--- config.mk ---
export PLATFORM = sky130hd
export DESIGN_NAME = serial_adder4
export DESIGN_NICKNAME = d
export VERILOG_FILES = /design/src/rtl/serial_adder_pkg.sv /design/src/rtl/serial_adder4_fa1.sv /design/src/rtl/serial_adder4.sv
export SDC_FILE = /design/constraint.sdc
export NUM_CORES = 1
export LEC_CHECK = 0
export BUFFER_PORTS_ARGS = -buffer_cell sky130_fd_sc_hd__buf_4
export CAP_MARGIN = 10
export CORE_AREA = 10 10 60 62
export CTS_CLUSTER_DIAMETER = 200
export DETAILED_ROUTE_END_ITERATION = 8
export DIE_AREA = 0 0 70 72
export GPL_TIMING_DRIVEN = 0
export PLACE_DENSITY = 0.72
export SETUP_SLACK_MARGIN = 0.4
export SYNTH_ARGS = -nofsm -noshare
export SYNTH_HDL_FRONTEND = slang
export SYNTH_SLANG_ARGS = --single-unit
--- constraint.sdc ---
create_clock -name clk -period 1.5 [get_ports clk]
set_input_delay 0.225 -clock clk [delete_from_list [all_inputs] [get_ports clk]]
set_output_delay 0.225 -clock clk [all_outputs]
set_load 0.02 [all_outputs]
--- src/rtl/serial_adder_pkg.sv ---
// Shared types and default sizes for the bit-serial adder.
//   state_t : FSM encoding used by serial_adder4
//   WIDTH   : default operand width (result is WIDTH+1 bits)
//   CNT_W   : default width of the completed-operation counter
package serial_adder_pkg;

   typedef enum logic [1:0] {
      IDLE = 2'd0,
      ADD  = 2'd1,
      DONE = 2'd2
   } state_t;

   localparam int WIDTH = 4;
   localparam int CNT_W = 8;

endpackage

--- src/rtl/serial_adder4_fa1.sv ---
// Combinational 1-bit full adder, the single arithmetic cell of the serial datapath.
//   a, b : operand bits
//   cin  : carry in
//   s    : sum bit
//   cout : carry out (majority of a, b, cin)
module fa1 (
   input  logic a,
   input  logic b,
   input  logic cin,
   output logic s,
   output logic cout
);

   assign s    = a ^ b ^ cin;
   assign cout = (a & b) | (a & cin) | (b & cin);

endmodule

--- src/rtl/serial_adder4.sv ---
// Bit-serial handshaked adder: accepts one a/b pair, adds LSB-first one bit per
// clock through a single full adder, and presents the WIDTH+1-bit sum.
//   clk, rst_n           : clock, async active-low reset
//   in_valid / in_ready  : operand channel (a, b)
//   out_valid / out_ready: result channel (result)
//   op_count             : results handed off, wraps modulo 2^CNT_W
//
// state | meaning
// IDLE  | waiting for an operand pair, in_ready=1
// ADD   | one result bit per clock, WIDTH clocks
// DONE  | result valid, held until out_ready
module serial_adder4 #(
   parameter int WIDTH = serial_adder_pkg::WIDTH,
   parameter int CNT_W = serial_adder_pkg::CNT_W
) (
   input  logic             clk,
   input  logic             rst_n,
   input  logic             in_valid,
   output logic             in_ready,
   input  logic [WIDTH-1:0] a,
   input  logic [WIDTH-1:0] b,
   output logic             out_valid,
   input  logic             out_ready,
   output logic [WIDTH:0]   result,
   output logic [CNT_W-1:0] op_count
);

   import serial_adder_pkg::*;

   localparam int BC_W = $clog2(WIDTH + 1);
   localparam logic [BC_W-1:0] LAST_BIT = BC_W'(WIDTH - 1);

   state_t            state;
   logic [WIDTH-1:0]  a_sh;
   logic [WIDTH-1:0]  b_sh;
   logic              carry;
   logic [BC_W-1:0]   bit_cnt;
   logic              sum_s;
   logic              sum_cout;

   fa1 u_fa1 (
      .a    (a_sh[0]),
      .b    (b_sh[0]),
      .cin  (carry),
      .s    (sum_s),
      .cout (sum_cout)
   );

   assign in_ready  = (state == IDLE);
   assign out_valid = (state == DONE);

   always_ff @(posedge clk or negedge rst_n) begin
      if (!rst_n) begin
         state    <= IDLE;
         a_sh     <= '0;
         b_sh     <= '0;
         carry    <= 1'b0;
         bit_cnt  <= '0;
         result   <= '0;
         op_count <= '0;
      end else begin
         case (state)
            IDLE: begin
               if (in_valid) begin
                  a_sh    <= a;
                  b_sh    <= b;
                  carry   <= 1'b0;
                  bit_cnt <= '0;
                  state   <= ADD;
               end
            end
            ADD: begin
               a_sh    <= a_sh >> 1;
               b_sh    <= b_sh >> 1;
               carry   <= sum_cout;
               // Sum bits enter at the top so the first bit lands in bit 0 after WIDTH shifts.
               result[WIDTH-1:0] <= {sum_s, result[WIDTH-1:1]};
               bit_cnt <= bit_cnt + BC_W'(1);
               if (bit_cnt == LAST_BIT) begin
                  result[WIDTH] <= sum_cout;
                  state         <= DONE;
               end
            end
            DONE: begin
               if (out_ready) begin
                  op_count <= op_count + CNT_W'(1);
                  state    <= IDLE;
               end
            end
            default: state <= IDLE;
         endcase
      end
   end

endmodule

# Word level (Yosys, flattened, before mapping)
# Index checks and enable logic that the tools add are counted.
# totals
reg_bits,27
input_bits,12
out_inout_bits,15
word_cells,41
# op_classes
addsub,2
eq_ne,6
n_mux,12
bitwise,7
n_reduce_logical,6
# op_table
op,n
$pmux W4 S2,2
$add A8 B1 Y8 const B,1
$mux W4,2
$mux W2,3
$pmux W2 S3,1
$pmux W3 S2,1
$reduce_and A2 Y1,3
$ne A2 B2 Y1 const B,2
$add A3 B1 Y3 const B,1
$and A1 B1 Y1,3
$eq A3 B2 Y1 const B,1
$mux W3,1
$reduce_and A3 Y1,1
$eq A2 B1 Y1 const B,1
$eq A2 B2 Y1 const B,1
$logic_not A2 Y1,1
$ne A2 B1 Y1 const B,1
$or A1 B1 Y1,2
$pmux W1 S2,1
$reduce_bool A2 Y1,1
$xor A1 B1 Y1,2
$mux W1,1

# Logic depth before layout (Yosys ltp)
# Gate-level depths: netlist of run 1.
# logic_depth
word_depth,4
ltp_mapped,5
ltp_nobuf,5

# Modules after synthesis
# A second synthesis of run 1 with hierarchy kept.
# hier_totals
cells_unflattened,114
area_unflattened_um2,1217.4
# by_module_without_submodules
mod,n_inst,cells_each,area_per_inst_um2
serial_adder4,1,113,1197.4
fa1,1,1,20.0

# Least setup slack after synthesis of run 1
# OpenSTA, ideal clock, no wires.
# synth_path
kind,register -> register
from,register bit_cnt[0]
to,register result[4]
setup_time_ns,0.125
t_arrival_ns,1.126
t_required_ns,1.375
path_slack_ns,0.249
path_stages_with_launch,5
synth_period_minus_slack_ns,1.251
cell_sequence,dfrtp_1 ha_1 ha_1 nand2_1 mux2_2
# synth_between
elab_chain_cells,2
# synth_lines
item,line_no,source
"start, declared",serial_adder4.sv:37,logic [BC_W-1:0] bit_cnt;
"start signal, assigned",serial_adder4.sv:78,bit_cnt <= bit_cnt + BC_W'(1);
$eq A3 B2 Y1,serial_adder4.sv:79,if (bit_cnt == LAST_BIT) begin
$reduce_and A2 Y1 (no source line),--,
"end signal, assigned by index",serial_adder4.sv:77,"result[WIDTH-1:0] <= {sum_s, result[WIDTH-1:1]};"
"end signal, assigned by index",serial_adder4.sv:80,result[WIDTH] <= sum_cout;
"end, declared",serial_adder4.sv:24,"output logic [WIDTH:0] result,"
# Every way passes these cells.
# A chain may end at the register's enable or synchronous reset.

# Worst setup path after layout of run 1
# layout_path
from,register state[0]
to,register op_count[7]
# layout_between
elab_chain_cells,2
# layout_lines
item,line_no,source
"start, declared",serial_adder4.sv:33,state_t state;
"start signal, assigned",serial_adder4.sv:54,state <= IDLE;
"start signal, assigned",serial_adder4.sv:69,state <= ADD;
"start signal, assigned",serial_adder4.sv:81,state <= DONE;
$eq A2 B2 Y1,serial_adder4.sv:62,case (state)
$reduce_and A2 Y1 (no source line),--,
"end signal, assigned",serial_adder4.sv:86,op_count <= op_count + CNT_W'(1);
"end, declared",serial_adder4.sv:25,output logic [CNT_W-1:0] op_count
# Every way passes these cells.

==> results.md, run 1 <==
- Reg2Reg Depth: 5
- Post-layout net count: 198
- H-tree levels: 1
- Seq/Total Area, Yosys: 54.2%
- Worst Skew: 0.00325 ns
- Setup crit start kind: register
- Share of post-route cells with drive strength above 1: 50.3%
- Average wire per standard cell: 18.0 µm
- Cell depth of the worst hold path: 3
- Final Non-Filler Cells: 211
- Cells after synthesis: 123
- Final hold viol count: 0
- Tot GR Track Use: approximately 14%
- Syn_area_per_cell: 10.1 µm²
- Peak supply drop: 0.00133 V
- Hold WS: roughly 0.14 ns
- Power share of the combinational group: a little under three fifths
- Post-synth top area cell: dfrtp_1
- Die Area: 5040 µm²
- Arrival @ worst endpoint: 1.70 ns
- Max-slew headroom: 65.5%
- Fmax: 0.702 GHz
- Ports: 27
- Slew @ Worst Pin: 0.518 ns
- Pin count of the biggest net entering global routing: 28
- Dpl cell area: 1530 µm²
- RSZ-0062 raised after global routing: true
- Fin area: between 2000 and 2500 µm²
- Total Power: ~3.5 mW
- DRT Wirelength: 3800 µm
- Worst Path Required: 1.77 ns
- Via density: 5.37
- Mapped Area: 1250 µm²
- Clock root cell: clkbuf_4
- Cell Pwr Density: 1730 nW/µm²
- R2R setup slack: 0.08 ns
- Row count: 18
- Clk pwr share: 9.5%
- CTS tree: done
- Worst skew pair latency: 0.34 ns
- Ys async rst share: between 90% and 100%
- Net Sw Frac: approximately two fifths
- Cts bufs inserted: 3
- Fin crit share: 94.9%
- Setup Viol. Count Final: 0
- Ys flop type: dfrtp_1
- Final Wtd Congestion: ~0.74
- Setup TNS: 0 ns
- Die Y: 72 µm
- Internal power: 2.12 mW
- GRT Residual Overflow: 0
- Vias in the first global route: 1,207
- Crit. End Element: register
- Hold crit path type: in2reg
- Maxcap violations: 0
- Status: completed
- Static Leak: 1.01 nW
- Sequential Power Share: a little over a third
- CTS clk-pin slew, worst paths: 0.14 ns
- DRT iter0 DRCs: 71
- Clock tree buffer depth: 2
- Dpl hpwl: 2020 µm
- Synth Warn #: 0
- Initial antenna violation count: 0
- Post-synth top cells: dfrtp_1, nand2_1, o21ai_0, nor2b_1, a21oi_1
- Post-synth EDFFs: 0
- Max Slew Vio Count: 0
- Synthesized flop and latch total: 27
- N_diodes: 0
- Vias: 1,133
- Filler instances: 120
- Crit Path Category: reg2reg
- Netlist cell types: 25
- Area contributors post-synth: dfrtp_1, nand2_1, nor2b_1
- Post-layout min period: 1.42 ns
- First-pass GRT wire length: 5750 µm
- Drt drc: 0
- Horiz. Die Dim: 70 µm
- Switch Pwr: 1.35 mW
- Yosys top cell area share: a little over half
- Clock sink count: 27
- Router iterations before antenna repair: 4
- Placed cell count: about 180
- Final antenna-violating net count: 0
- Area Growth Syn to Fin: 60.5%
- Syn nets: 139
- Initial core utilization: 51.3%
- Core box area: 2430 µm²
- PortBufs: 26
- Count leader, synth: dfrtp_1
- CP max FO: 5
-- cell families (layout without fill, tap and decap cells) --
group                      after synthesis  count (layout)  share of synthesized area (%)
and+or+nand+nor                         46              46                           18.6
buffers and inverters                    9              67                           2.81
DFF                                     27              27                           54.2
xor gates and xnor gates                 7               7                           4.91
adders and majority gates                4               4                           4.61
muxes                                    2               2                           1.71
AOI/OAI and AO/OA                       28              28                           13.2
-- critical path, stage by stage (launching register included) --
cell and delay [ns]:
dfrtp_1 0.46, buf_4 0.16, buf_6 0.11, nand3b_4 0.23
nor4_4 0.22, xor2_1 0.18
-- stage by stage --
step                worst slack [ns]  utilization (%)
global placement               0.166             62.8
floorplan                      0.332                -
CTS                            0.134             76.4
finish                        0.0760             82.3
global route                0.000825             82.3
detailed placement             0.134             62.8
-- metal layers --
layer | vias to the layer above | part of all wire, % | routed length [µm] | GRT usage (%)
met2 | 27 | 54 | 2060 | 23.8
met1 | 567 | 40 | 1520 | 15.1
li1 | 531 | - | - | -
met3 | 8 | 3.3 | 126 | 3.81
met5 | - | 0 | 0 | 0
met4 | 0 | 2.6 | 100 | 7.24
-- cell type report --
cell class / instances / area [µm²] / area share, %
multi-input cells: 87 / 706 / 35.3
clock buffers: 4 / 26.3 / 1.31
plain buffers: 5 / 50.0 / 2.50
inverters: 4 / 15.0 / 0.750
well taps: 30 / 37.5 / 1.88
flip-flops and latches: 27 / 681 / 34.0
repair buffers: 54 / 487 / 24.3
-- power by group through the flow --
stage	clock network (mW)	logic, mW	registers [mW]
2_1_floorplan	0	0.670	1.26
3_3_place_gp	0	1.10	1.18
3_5_place_dp	0	1.15	1.20
4_1_cts	0.316	1.66	1.17
5_1_grt	0.365	2.09	1.24
6_report	0.331	1.93	1.21
-- repair_timing --
item	4_1_cts	5_1_grt
resized for setup	42	26
cloned	1	0
pin swaps	10	10
hold endpoints to repair	27	0
setup buffers	21	5
hold buffers	1	0
endpoints found under the setup margin	35	42
-- path summary, 6_finish.rpt --
path	startpoint	endpoint
min in group asynchronous	rst_n	result[1]
max in group asynchronous	rst_n	state[1]
hold / removal	b[3]	b_sh[3]
hold reg to reg	bit_cnt[2]	bit_cnt[2]
setup reg to reg	state[0]	op_count[7]
setup / recovery	state[0]	op_count[7]
-- layout by cell type (no fill, tap or decap), types with 2 or more instances in the layout --
cell type  Yosys  layout
nand2b_4       0       2
nor2_4         0       2
clkbuf_8       0       2
clkbuf_1       4       2
a22oi_2        0       6
dfrtp_1       27      23
nand3_1        2       2
o21ai_1        0       8
o21ai_0       11       2
clkbuf_4       0       3
nand2_1       23      21
dfrtp_2        0       4
xnor2_1        4       2
nor3_4         0       2
xor2_1         3       3
xnor2_2        0       2
nand2_2        0       2
nor2b_1       10       9
buf_4          0      34
inv_1          4       4
buf_6          0      20
a22o_1         2       2
a21oi_1        8       7
-- registers in the layout (all words and copies together), names as in the netlist --
register and count:
op_count 8, result 5, a_sh 4, b_sh 4, bit_cnt 3, state 2, carry 1
Note: power is estimated with default switching activity, not from simulation.
==> inputs of run 2 (changes only) <==
Clock period 1.5 ns to 1.4 ns, I/O delays scaled along.
==> run 2 against run 1 <==
Against the previous run: via count decreased by 1.7%; sequential share of layout area up 1.3 points; largest power group unchanged; non-clock buffer count decreased by 5; core utilization fell by 2.4 points; final cell count fell by 2.4%; routed wire length fell by 7.4%.
==> results.md, run 2 (same netlist as run 1, synthesis figures left out) <==
- Status: completed
- Cts bufs inserted: 3
- H-tree levels: 1
- Core box area: 2430 µm²
- Arrival @ worst endpoint: 1.12 ns
- Register area: just under 700 µm²
- Reg2reg end: result[4]
- Crit Path Category: reg2out
- CP max FO: 4
- Multi-input logic area: 682 µm²
- Crit path cell chain: buf_8, nor2_4, buf_6
- DRT Wirelength: 3520 µm
- DRT iter0 DRCs: 55
- Critical path's slowest cell: dfrtp_2
- Number of flip-flops in the largest register: 8
- Clock root cell: clkbuf_4
- Drt drc: 0
- Horiz. Die Dim: ~70 µm
- CP startpoint: state[1]
- Most frequent cells in the layout: buf_4, nand2_1, buf_6
- Fin crit share: 95.2%
- Max Slew Vio Count: 0
- Die Area: 5040 µm²
- CTS clk-pin slew, worst paths: around 0.14 ns
- Worst Path Required: 1.19 ns
- Cell Pwr Density: 1870 nW/µm²
- Commonest non-fill, non-tap cell in the layout: buf_4
- CP endpoint: in_ready
- Critical Path Max Stage Delay: 0.48 ns
- Post-layout net count: 193
- N_diodes: 0
- Static Leak: roughly 0.96 nW
- First-pass GRT wire length: 5710 µm
- RSZ-0062 raised after global routing: true
- Setup TNS: 0 ns
- Hold crit path type: in2reg
- Average wire per standard cell: ~17 µm
- Crit. End Element: primary output
- Post-layout min period: about 1.3 ns
- Pin count of the biggest net entering global routing: 28
- Max-slew headroom: roughly two thirds
- Fmax: between 0.7 and 0.8 GHz
- Worst r2r src: state[1]
- CTS tree: done
- Worst Skew: 0.00874 ns
- Stages on the worst setup path: 3
- Final Wtd Congestion: 0.791
- Hold WS: 0.0977 ns
- Vias: 1,114
- Area Growth Syn to Fin: 55.8%
- Buf+Inv Stages, Crit Path: 2
- Row count: 18
- Worst skew pair latency: 0.32 ns
- Final hold viol count: 0
- PortBufs: 26
- Cell family with most CP delay: flip-flops
- Initial core utilization: 51.3%
- Reg2Reg Depth: 4
- Peak supply drop: 0.00131 V
- GRT Residual Overflow: 0
- Share of post-route cells with drive strength above 1: between 50% and 60%
- Ports: 27
- Clock tree buffer depth: 2
- Maxcap violations: 0
- R2R setup slack: 0.07 ns
- Tot GR Track Use: 13.6%
- Top reg by flops: op_count
- Die Y: 72 µm
- Via density: between 5 and 6
- Router iterations before antenna repair: 5
- Setup Viol. Count Final: 0
- Initial antenna violation count: 0
- Dpl hpwl: 2290 µm
- Filler instances: about 140
- Final antenna-violating net count: 0
- Clock sink count: 27
- Slew @ Worst Pin: roughly 0.5 ns
- Vias in the first global route: between 1,000 and 1,500
- Largest registers: op_count x8, result x5
- Setup crit start kind: register
[run 2: cell types whose count changed in the layout (fill, tap and decap cells not counted), moves of 4 or more]
cell,before,now
a22oi_1,0,4
a22oi_2,6,2
buf_4,34,29
dfrtp_1,23,19
dfrtp_2,4,8
[run 2: how the worst min path moves through the flow]
stage                     cells after the start           to       from  slack (ns)
after floorplan                               0      a_sh[0]      rst_n       -0.09
after global placement                        1  op_count[0]      rst_n        0.14
after detailed placement                      1  op_count[7]      rst_n        0.14
after CTS                                     2     state[1]  out_ready        0.09
after global routing                          2     state[1]  out_ready        0.09
final                                         2     state[1]  out_ready         0.1
[run 2: area by class of cell]
type                       count  share of cell area [%]
tap                           30                    1.93
clock buffer                   4                    1.35
buffer                         5                    2.83
inverter                       4                   0.773
timing repair buffer          49                    22.7
sequential                    27                    35.3
multi-input combinational     87                    35.1
[run 2: power by group]
| part | internal (mW) | switching, mW | leakage, nW |
|---|---|---|---|
| Combinational | 1.08 | 0.929 | 0.605 |
| Sequential | 1.04 | 0.249 | 0.339 |
| Clock | 0.111 | 0.225 | 0.0150 |
| Total | 2.23 | 1.40 | 0.959 |
[run 2: per-stage QoR]
stage / setup WS [ns] / total power [mW] / cells / util [%] / cell area, µm²
2_1_floorplan: 0.233 / 2.15 / 123 / - / 1350
3_3_place_gp: 0.186 / 2.53 / 179 / 65.2 / 1590
3_5_place_dp: 0.187 / 2.63 / 179 / 65.2 / 1590
4_1_cts: 0.0760 / 3.53 / 205 / 78.1 / 1900
5_1_grt: 0.0169 / 3.88 / 206 / 79.9 / 1940
6_report: 0.0676 / 3.64 / 206 / 79.9 / 1940
[run 2: timing repair]
item	4_1_cts	5_1_grt
pin swaps	11	3
setup buffers	20	1
hold buffers	1	0
endpoints found under the setup margin	40	42
resized for setup	38	9
endpoints found under the hold margin	27	0
cloned	1	0
[run 2: routing by layer]
layer	track usage, %	up-vias	share of wire (%)
li1	-	521	-
met1	15.3	561	40
met2	25.1	26	55
met3	2.45	6	3.4
met4	5.26	0	1.4
met5	0	-	0
[run 2: worst reg2reg max path, stage by stage (launching register included)]
cell     delay (ns)
dfrtp_2        0.48
buf_4          0.19
nor2b_4        0.19
nand2_4        0.08
mux2_4         0.29
==> inputs of run 3 (changes only) <==
Settings changed: RECOVER_POWER set to 100.
==> run 3 against run 2 <==
Against the previous run: total power is 5.7% lower; via count is 1.7% higher; register-to-register slack hardly changed; core utilization is 5.7 points lower; highest routed layer unchanged; worst hold slack hardly changed; first-iteration DRC count is 1.8% lower.
==> results.md, run 3 (same netlist as run 1, synthesis figures left out) <==
- Fin crit share: a little over nine tenths
- Horiz. Die Dim: 70 µm
- Die Area: approximately 5000 µm²
- Share of post-route cells with drive strength above 1: 38.1%
- Static Leak: 0.883 nW
- Cell depth of the worst hold path: 2
- Status: completed
- PortBufs: 26
- Reg2Reg Depth: 4
- Final Wtd Congestion: 0.791
- Drt drc: 0
- Slew @ Worst Pin: 0.681 ns
- GRT Residual Overflow: 0
- Final setup margin: 0.0594 ns
- Maxcap violations: 0
- Clk pwr share: 9.8%
- CP max FO: 5
- Ports: 27
- Final antenna-violating net count: 0
- Fin area: roughly 1800 µm²
- Initial antenna violation count: 0
- Filler instances: 181
- Die Y: ~70 µm
- Pin count of the biggest net entering global routing: 28
- Internal power: 2.05 mW
- Commonest non-fill, non-tap cell in the layout: buf_4
- Max-slew headroom: 54.6%
- Critical path's slowest cell: dfrtp_1
- Router iterations before antenna repair: 6
- Peak supply drop: roughly 0.0013 V
- Final hold viol count: 0
- Setup crit start kind: register
- Switch Pwr: about 1.4 mW
- Core box area: 2430 µm²
- First-pass GRT wire length: 5710 µm
- Cts bufs inserted: 3
- Dpl cell area: 1590 µm²
- Post-layout net count: 193
- Top reg by flops: op_count
- RSZ-0062 raised after global routing: true
- Vias in the first global route: 1,200
- CTS clk-pin slew, worst paths: 0.14 ns
- Worst Path Required: 1.62 ns
- Arrival @ worst endpoint: 1.56 ns
- Initial core utilization: about 50%
- Crit Path Category: reg2reg
- Tot GR Track Use: 13.6%
- H-tree levels: 1
- Clock tree buffer depth: 2
- Setup TNS: 0 ns
- Worst skew pair latency: 0.32 ns
- Clock sink count: 27
- Crit path cell chain: clkbuf_2, nor2b_4, nand2_4, mux2_4
- Average wire per standard cell: around 17 µm
- Via density: 5.50
- DRT Wirelength: 3550 µm
- Hold crit path type: in2reg
- Area Growth Syn to Fin: 44.6%
- Core Util, Final: 74.2%
- Max Slew Vio Count: 0
- Hold WS: between 0.09 and 0.1 ns
- N_diodes: 0
- Net Sw Frac: 40.3%
- DRT iter0 DRCs: 54
- Dpl hpwl: roughly 2300 µm
- Fmax: 0.746 GHz
- Worst Skew: 0.00755 ns
- CTS tree: done
- Final Non-Filler Cells: 206
- Total Power: 3.43 mW
- Vias: roughly 1,100
- Power share of the combinational group: between 50 and 60%
- Crit. End Element: register
- Clock root cell: clkbuf_4
- Row count: 18
- Cell Pwr Density: 1900 nW/µm²
- Most frequent cells in the layout: buf_4, nand2_1, dfrtp_1
- Largest registers: op_count x8, result x5
- Pre-CTS setup slack: 0.187 ns
- Sequential Power Share: between 30% and 40%
- Placed cell count: 179
- Critical Path Max Stage Delay: 0.42 ns
- Setup Viol. Count Final: 0
- Post-layout min period: 1.34 ns
- Number of flip-flops in the largest register: 8
-- run 3: layout make-up --
type,instances,area [µm²],share of cell area (%)
Sequential cell,27,684,37.9
Multi-Input combinational cell,87,667,37.0
Timing Repair Buffer,49,325,18.0
Buffer,5,48.8,2.70
Tap cell,30,37.5,2.08
Clock buffer,4,26.3,1.46
Inverter,4,15.0,0.832
-- run 3: worst max-delay path: cells and delay by family (launching register included) --
| family | cells | cell delay [ns] |
|---|---|---|
| flops | 1 | 0.42 |
| buf+inv | 1 | 0.21 |
| mux | 1 | 0.29 |
| simple gates | 2 | 0.33 |
-- run 3: power groups by stage --
| stage | Clock (mW) | Sequential (mW) | Combinational, mW |
|---|---|---|---|
| 2_1_floorplan | 0 | 1.37 | 0.775 |
| 3_3_place_gp | 0 | 1.29 | 1.24 |
| 3_5_place_dp | 0 | 1.32 | 1.31 |
| 4_1_cts | 0.345 | 1.27 | 1.92 |
| 5_1_grt | 0.374 | 1.29 | 2.00 |
| 6_report | 0.336 | 1.27 | 1.82 |
-- run 3: layer usage --
metal / global-route usage, % / part of all wire, %
met5: 0 / 0
met4: 5.26 / 1.7
met3: 2.45 / 4.1
met2: 25.1 / 55
met1: 15.3 / 40
-- run 3: path summary, 6_finish.rpt --
check                      slack [ns]       start     endpoint
max                              0.06    state[0]    result[4]
min                               0.1   out_ready     state[1]
max reg2reg                      0.06    state[0]    result[4]
min reg2reg                      0.52  bit_cnt[2]   bit_cnt[2]
max in group asynchronous        0.49       rst_n     state[1]
min in group asynchronous        0.43       rst_n  op_count[2]
-- run 3: timing repair --
action	in CTS	in global routing
gates cloned	1	0
hold buffers	1	0
buffers inserted	20	1
gates resized for setup	38	9
pin swaps	11	3
endpoints found under the setup margin	40	42
endpoints found under the hold margin	27	0
